File: config.mk
export PLATFORM = sky130hd
export DESIGN_NAME = pipeline_hazard_controller
export DESIGN_NICKNAME = d
export VERILOG_FILES = /design/src/rtl/pipeline_hazard_controller.sv
export SDC_FILE = /design/constraint.sdc
export NUM_CORES = 1
export LEC_CHECK = 0
export BUFFER_PORTS_ARGS = -buffer_cell sky130_fd_sc_hd__buf_2
export CAP_MARGIN = 20
export CORE_MARGIN = 8
export CORE_UTILIZATION = 30
export DETAILED_ROUTE_END_ITERATION = 8
export PLACE_DENSITY_LB_ADDON = 0.25
export SYNTH_ARGS = -nofsm -noshare
export SYNTH_HDL_FRONTEND = slang
export SYNTH_SLANG_ARGS = --single-unit
File: constraint.sdc
create_clock -name clk -period 2.55 [get_ports clk]
set_clock_uncertainty 0.05 [all_clocks]
set_input_delay 0.255 -clock clk [delete_from_list [all_inputs] [get_ports clk]]
set_output_delay 0.255 -clock clk [all_outputs]
set_load 0.01 [all_outputs]
File: src/rtl/pipeline_hazard_controller.sv
// Pipeline-buffer sequencer: load enables, ID/EX bubble flush, load-use and memory-wait
// stalls, halt drain, and execute-stage forwarding selects for the 5-stage pipe.
module pipeline_hazard_controller #(
   parameter int TIMEOUT      = 255,
   parameter int DRAIN_CYCLES = 3,
   parameter int CNT_W        = 16
) (
   input  logic             clk,
   input  logic             reset,
   input  logic             start,
   input  logic [3:0]       ra1D,
   input  logic [3:0]       ra2D,
   input  logic [3:0]       ra1E,
   input  logic [3:0]       ra2E,
   input  logic [3:0]       WA3E,
   input  logic [3:0]       WA3M,
   input  logic [3:0]       WA3W,
   input  logic             RegWriteE,
   input  logic             RegWriteM,
   input  logic             RegWriteW,
   input  logic             MemtoRegE,
   input  logic             haltD,
   input  logic             mem_req,
   input  logic             mem_ready,
   output logic             loadF,
   output logic             loadD,
   output logic             loadE,
   output logic             loadM,
   output logic             loadW,
   output logic             flushE,
   output logic [1:0]       forwardAE,
   output logic [1:0]       forwardBE,
   output logic             busy,
   output logic             done,
   output logic             error,
   output logic [CNT_W-1:0] stall_count
);

   localparam int WAIT_W = (TIMEOUT > 1) ? $clog2(TIMEOUT + 1) : 1;
   localparam int DRN_W  = (DRAIN_CYCLES > 1) ? $clog2(DRAIN_CYCLES + 1) : 1;
   localparam logic [WAIT_W-1:0] TIMEOUT_M1 = WAIT_W'(TIMEOUT - 1);
   localparam logic [DRN_W-1:0]  DRAIN_M1   = DRN_W'(DRAIN_CYCLES - 1);

   typedef enum logic [2:0] {
      S_IDLE, S_RUN, S_MEM_WAIT, S_DRAIN, S_DONE, S_ERROR
   } state_t;

   state_t            state_q, state_d;
   logic [WAIT_W-1:0] wait_q, wait_d;
   logic [DRN_W-1:0]  drain_q, drain_d;
   logic [CNT_W-1:0]  stall_q, stall_d;

   logic mw, run_like, lu, busy_s;

   // A MEM_WAIT cycle whose access completes is handled exactly like a RUN cycle.
   assign mw       = mem_req & ~mem_ready;
   assign run_like = (state_q == S_RUN) | ((state_q == S_MEM_WAIT) & ~mw);
   assign lu       = run_like & MemtoRegE & RegWriteE & ((WA3E == ra1D) | (WA3E == ra2D));
   assign busy_s   = (state_q == S_RUN) | (state_q == S_MEM_WAIT) | (state_q == S_DRAIN);

   always_ff @(posedge clk) begin
      if (reset) begin
         state_q <= S_IDLE;
         wait_q  <= '0;
         drain_q <= '0;
         stall_q <= '0;
      end else begin
         state_q <= state_d;
         wait_q  <= wait_d;
         drain_q <= drain_d;
         stall_q <= stall_d;
      end
   end

   always_comb begin
      state_d = state_q;
      wait_d  = wait_q;
      drain_d = drain_q;
      stall_d = stall_q;
      if (busy_s && (mw || lu) && (stall_q != '1)) stall_d = stall_q + 1'b1;
      unique case (state_q)
         S_IDLE, S_DONE: begin
            if (start) begin
               state_d = S_RUN;
               wait_d  = '0;
               drain_d = '0;
               stall_d = '0;
            end
         end
         S_RUN, S_MEM_WAIT: begin
            if (mw) begin
               if (state_q == S_RUN) begin
                  wait_d  = WAIT_W'(1);
                  state_d = (TIMEOUT <= 1) ? S_ERROR : S_MEM_WAIT;
               end else if (wait_q >= TIMEOUT_M1) begin
                  state_d = S_ERROR;
               end else begin
                  wait_d = wait_q + 1'b1;
               end
            end else begin
               wait_d  = '0;
               state_d = S_RUN;
               if (!lu && haltD) begin
                  state_d = S_DRAIN;
                  drain_d = '0;
               end
            end
         end
         S_DRAIN: begin
            if (!mw) begin
               if (drain_q >= DRAIN_M1) state_d = S_DONE;
               else                     drain_d = drain_q + 1'b1;
            end
         end
         default: state_d = S_ERROR;
      endcase
   end

   always_comb begin
      {loadF, loadD, loadE, loadM, loadW} = 5'b00000;
      flushE = 1'b0;
      unique case (state_q)
         S_RUN, S_MEM_WAIT: begin
            if (!mw) begin
               {loadF, loadD, loadE, loadM, loadW} = 5'b11111;
               if (lu || haltD) begin
                  loadF  = 1'b0;
                  loadD  = 1'b0;
                  flushE = 1'b1;
               end
            end
         end
         S_DRAIN: begin
            if (!mw) begin
               {loadE, loadM, loadW} = 3'b111;
               flushE = 1'b1;
            end
         end
         default: ;
      endcase
      busy  = busy_s;
      done  = (state_q == S_DONE);
      error = (state_q == S_ERROR);
   end

   // M-stage result is newer than W-stage, so it wins when both match.
   always_comb begin
      forwardAE = 2'b00;
      forwardBE = 2'b00;
      if (RegWriteM && (WA3M == ra1E))      forwardAE = 2'b10;
      else if (RegWriteW && (WA3W == ra1E)) forwardAE = 2'b01;
      if (RegWriteM && (WA3M == ra2E))      forwardBE = 2'b10;
      else if (RegWriteW && (WA3W == ra2E)) forwardBE = 2'b01;
   end

   assign stall_count = stall_q;

endmodule
After elaboration in Yosys (flattened, before gate mapping). Cells that the tools add are included.

Register bits: 29. Bits in latches: 0. RAM bits: 0. Memory bits (read-only): 0. Input port bits: 38. Output and inout bits: 29. Memories kept: 0.

Add/subtract/negate cells: 3. Multiply operators: 0. Divide/modulo/power cells: 0. Magnitude comparators: 2. Equal/unequal tests: 20. Shift operators: 0. Multiplexer cells: 34. Bitwise logic cells: 11. Reductions and logical operators: 19.

Operators with widths (count): $mux 16 (3); $mux 8 (4); $eq 4x4->1 (6); $mux 3 (6); $add 16x1->16 const B (1); $mux 2 (8); $ne 16x16->1 const B (1); $pmux 8 s2 (1); $ne 2x2->1 const B (5); $mux 1 (9); $pmux 3 s3 (1); $add 8x1->8 const B (1); $ge 8x8->1 const B (1); $ne 4x4->1 const B (2); $logic_and 1x1->1 (7); $eq 3x2->1 const B (2); $eq 3x3->1 const B (2); $pmux 2 s3 (1); $reduce_and 6->1 (1); $and 1x1->1 (5); $or 1x1->1 (4); $reduce_and 4->1 (1); $reduce_or 2->1 (2); $eq 3x1->1 const B (1); other kinds (12) (14).

Logic depth before layout (Yosys ltp).
Word-level depth: 14. Gate-level depth with buffers: 8. Mapped depth without buffers: 8.

Least setup slack after synthesis. No wires, ideal clock.

Path type: flip-flop to flip-flop. Start point: register wait_q[0]. End point: register wait_q[6]. Setup time: 121 ps. Arrival: 1923 ps. Data required time: 2379 ps. Path slack: 457 ps. Cell stages (with the launch flop): 9. Clock period less this slack: 2093 ps. Cell sequence: dfxtp_1 -> inv_1 -> ha_1 -> o21ai_0 -> nor4_1 -> o31ai_1 -> nand2_1 -> nor2_1 -> mux2_2.

Longest elaborated chain between the ends: 5.

RTL lines: start, declared (line 49) `logic [WAIT_W-1:0] wait_q, wait_d;`; start signal, assigned (line 69) `wait_q <= wait_d;`; $add 8x1->8 (line 98) `wait_d = wait_q + 1'b1;`; $mux 8 (line 95) `end else if (wait_q >= TIMEOUT_M1) begin`; $mux 8 (line 92) `if (state_q == S_RUN) begin`; $mux 8 (line 91) `if (mw) begin`; $pmux 8 s2 (line 81) `unique case (state_q)`.

Several ways; a longest one is shown, not always the timed one. The select of a mux whose other input is x is not followed. A chain may end at the register's enable or synchronous reset.

Final worst setup path.
Start point: register state_q[1]. End point: register stall_q[11], in the netlist stall_count[11].

Longest elaborated chain between the ends: 12.

RTL lines: start, declared (line 48) `state_t state_q, state_d;`; start signal, assigned (line 68) `state_q <= state_d;`; $eq 3x2->1 (line 57, 59); $and 1x1->1 (line 57) `assign run_like = (state_q == S_RUN) | ((state_q == S_MEM_WAIT) & ~mw);`; $or 1x1->1 (line 57); $and 1x1->1 (3 in series) (line 58) `assign lu = run_like & MemtoRegE & RegWriteE & ((WA3E == ra1D) | (WA3E == ra2D));`; $logic_or 1x1->1 (line 80) `if (busy_s && (mw || lu) && (stall_q != '1)) stall_d = stall_q + 1'b1;`; $logic_and 1x1->1 (2 in series) (line 80); $mux 16 (line 80); $mux 16 (line 83) `if (start) begin`; $mux 16 (*) (line 81); end signal, assigned (line 71) `stall_q <= stall_d;`; end, declared (line 51) `logic [CNT_W-1:0] stall_q, stall_d;`.

Mark *: on every way between the ends. The rest lies on a longest branch, timed or not.

==> flow_metrics.env <==
export IMPL_place_ws_ps=289.3
export IMPL_syn_nets=285
export IMPL_dr_first_iter_drc_count=60
export IMPL_via_per_inst=5.028
export IMPL_rows=29
export IMPL_tns_ps=0
export IMPL_synth_edf_count=0
export IMPL_crit_start="state_q[1]"
export IMPL_holdPathStages=2
export IMPL_worst_pin_slew_ps=615.9
export IMPL_end_kind="flop"
export IMPL_crit_chain="nand2b_2, o21ai_2, o211ai_4, a2111oi_4, a21oi_1, a31o_2"
export IMPL_synth_top_area_share_pct=29.71
export IMPL_cts_root_buffer="clkbuf_8"
export IMPL_slowest_delay_ps=660
export IMPL_grt_pass1_vias=2066
export IMPL_yosysSeqAreaShare_pct=29.71
export IMPL_num_io_pins=67
export IMPL_diodes=0
export IMPL_io_buffers=66
export IMPL_fillCellCount=671
export IMPL_clkLatencyLatePin_ps=280
export IMPL_drt_total_wl_um=5195
export IMPL_path_clk_slew_ps=60
export IMPL_critPathLaunchType="flop"
export IMPL_holdBufCountCts=0
export IMPL_post_cts_setup_buffer_count=0
export IMPL_r2r_start="state_q[1]"
export IMPL_antenna_left=0
export IMPL_multiInputGateArea_um2=1271
export IMPL_setup_viol=0
export IMPL_maxCapViolCount=0
export IMPL_syn_instance_count=243
export IMPL_period_share_pct=89.14
export IMPL_first_pass_iters=5
export IMPL_syn_avg_cell_area_um2=8.043
export IMPL_finalWorstSetupSlack_ps=276.8
export IMPL_die_area_um2=9353
export IMPL_power_internal_w=0.0007672
export IMPL_die_x_um=96.71
export IMPL_seq_area_um2=580.6
export IMPL_clock_path_buffers=2
export IMPL_hold_class="input pin to flop"
export IMPL_rsz0062_at_grt="no"
export IMPL_synthesis_area_um2=1954
export IMPL_maxSlewViolCount=0
export IMPL_post_synth_num_cell_types=46
export IMPL_track_usage_pct=11.33
export IMPL_seqPwrFrac_pct=43.3
export IMPL_min_from="reset"
export IMPL_p_sw_w=0.0003167
export IMPL_synthFlopType="dfxtp_1"
export IMPL_switching_share_pct=29.22
export IMPL_power_frac_comb_pct=21.3
export IMPL_antenna_found_initial=0
export IMPL_power_w=0.001084
export IMPL_yosysWarningCount=0
export IMPL_worstPathMaxFanout=11
export IMPL_area_growth_pct=25.42
export IMPL_cts_tree="yes"
export IMPL_cts_buffers=5
export IMPL_place_area_um2=2365
export IMPL_start_util_pct=30.96
export IMPL_p_per_area_nw_per_um2=442.2
export IMPL_htree_levels=2
export IMPL_finish_instance_area_um2=2451
export IMPL_drt_wirelength_per_cell_um=13.35
export IMPL_vias=1956
export IMPL_peakVddDrop_uv=220.1
export IMPL_ys_top_cells_by_area="dfxtp_1 30%, xor2_1 11%, nor2_1 6.7%"
export IMPL_grt_overflow_total=0
export IMPL_grt_pass1_wl_um=9252
export IMPL_critPathSlowestCell="a2111oi_4"
export IMPL_fin_crit_ps=2273
export IMPL_clkPwrFrac_pct=35.5
export IMPL_rrSetupSlack_ps=280
export IMPL_coreArea_um2=6314
export IMPL_status="complete, no violations"
export IMPL_nNetsFinal=354
export IMPL_grt_max_degree=16
export IMPL_drc=0
export IMPL_clkSinkCount=29
export IMPL_die_y_um=96.71
export IMPL_dp_hpwl_um=4116
export IMPL_p_leak_nw=1.046
export IMPL_finalHoldViolCount=0
export IMPL_worstSetupPathType="flop to flop"
export IMPL_drive_gt1_share_pct=29.49
export IMPL_relSlewSlack_pct=58.66
export IMPL_yosys_register_bits=29
export IMPL_r2r_cells=6
export IMPL_place_gp_congestion=0.8019
export IMPL_cp_required_ps=2670
export IMPL_async_flop_share_pct=0
export IMPL_arrival_ps=2390
export IMPL_cts_resized=0
export IMPL_synth_largest_area_cell="dfxtp_1"
export IMPL_timing_fmax_mhz=439.9
==> synth_stat cells (2+ instances only) <==
| master | number |
|---|---|
| nand4_1 | 7 |
| or4_1 | 2 |
| ha_1 | 4 |
| a21oi_1 | 17 |
| nand2b_1 | 4 |
| nor4_1 | 4 |
| a31o_2 | 3 |
| nand3_1 | 10 |
| dfxtp_1 | 29 |
| mux2i_1 | 2 |
| xor2_1 | 25 |
| clkbuf_1 | 5 |
| o21ai_1 | 2 |
| a211o_1 | 2 |
| nor3_1 | 6 |
| inv_1 | 9 |
| nand2_1 | 19 |
| nor2_1 | 35 |
| or3_1 | 7 |
| and3_1 | 3 |
| and4_1 | 3 |
| nor4_4 | 2 |
| buf_4 | 3 |
| xnor2_1 | 8 |
| a2111oi_0 | 3 |
| o21ai_0 | 8 |
| buf_6 | 2 |
==> worst paths after layout <==
kind,endpoint
worst max-delay path,stall_count[11]
worst min-delay path,drain_q[1]
worst max register to register,stall_count[11]
worst min register to register,drain_q[0]
==> per-layer routing <==
layer / track usage, % / routed length [um] / up-vias
met5: 0 / 0 / -
met1: 13.41 / 2431 / 889
li1: - / - / 999
met4: 3.905 / 65 / 0
met3: 3.698 / 301 / 11
met2: 18.65 / 2396 / 57
==> critical path, delay by kind of cell (launching register included) <==
family,cells,cell delay [ps]
compound gates,5,1420
flops,1,520
simple gates,1,160
==> stage by stage <==
stage	hold WS (ps)	instances	utilization [%]
after floorplan	395.0	243	-
after global placement	406.1	382	37.46
after detailed placement	419.7	382	37.46
after CTS	190.9	389	38.82
after global routing	210.0	389	38.82
final	202.5	389	38.82
==> cell type report <==
class                           count  share of cell area, %
Timing Repair Buffer               73                  15.62
Tap cell                           77                  3.931
Multi-Input combinational cell    194                  51.86
Sequential cell                    29                  23.69
Clock buffer                        7                  3.522
Inverter                            9                  1.378
==> cell usage in the layout, fill, tap and decap left out, drive strengths merged, types with 3 or more instances in the layout <==
cell type / n
nand3: 10
a31o: 3
nand2: 19
xnor2: 8
buf: 73
nor2: 35
nor4: 7
xor2: 25
and4: 3
dfxtp: 29
a2111oi: 4
or3: 7
nand4: 7
ha: 4
nor3: 6
inv: 9
clkbuf: 7
and3: 4
a21oi: 17
nand2b: 5
o21ai: 11
==> power by group through the flow <==
stage / combinational (W) / sequential (W) / clock (W)
floorplan: 0.000156 / 0.000473 / 0
global placement: 0.000233 / 0.000478 / 0
detailed placement: 0.000233 / 0.000479 / 0
CTS: 0.000234 / 0.000469 / 0.000398
global route: 0.000258 / 0.000470 / 0.000423
finish: 0.000231 / 0.000469 / 0.000384
==> cell families after synthesis <==
logic type / share of synthesized area (%)
DFF: 29.71
xor gates and xnor gates: 14.79
muxes: 1.601
AOI/OAI and AO/OA: 17.22
and+or+nand+nor: 28.87
adders and majority gates: 2.561
buffers and inverters: 5.249
==> sequential cells by signal, indices dropped and copies added (netlist names) <==
register	cells
wait_q	8
state_q	3
stall_count	16
drain_q	2
(Power assumes the default switching activity.)
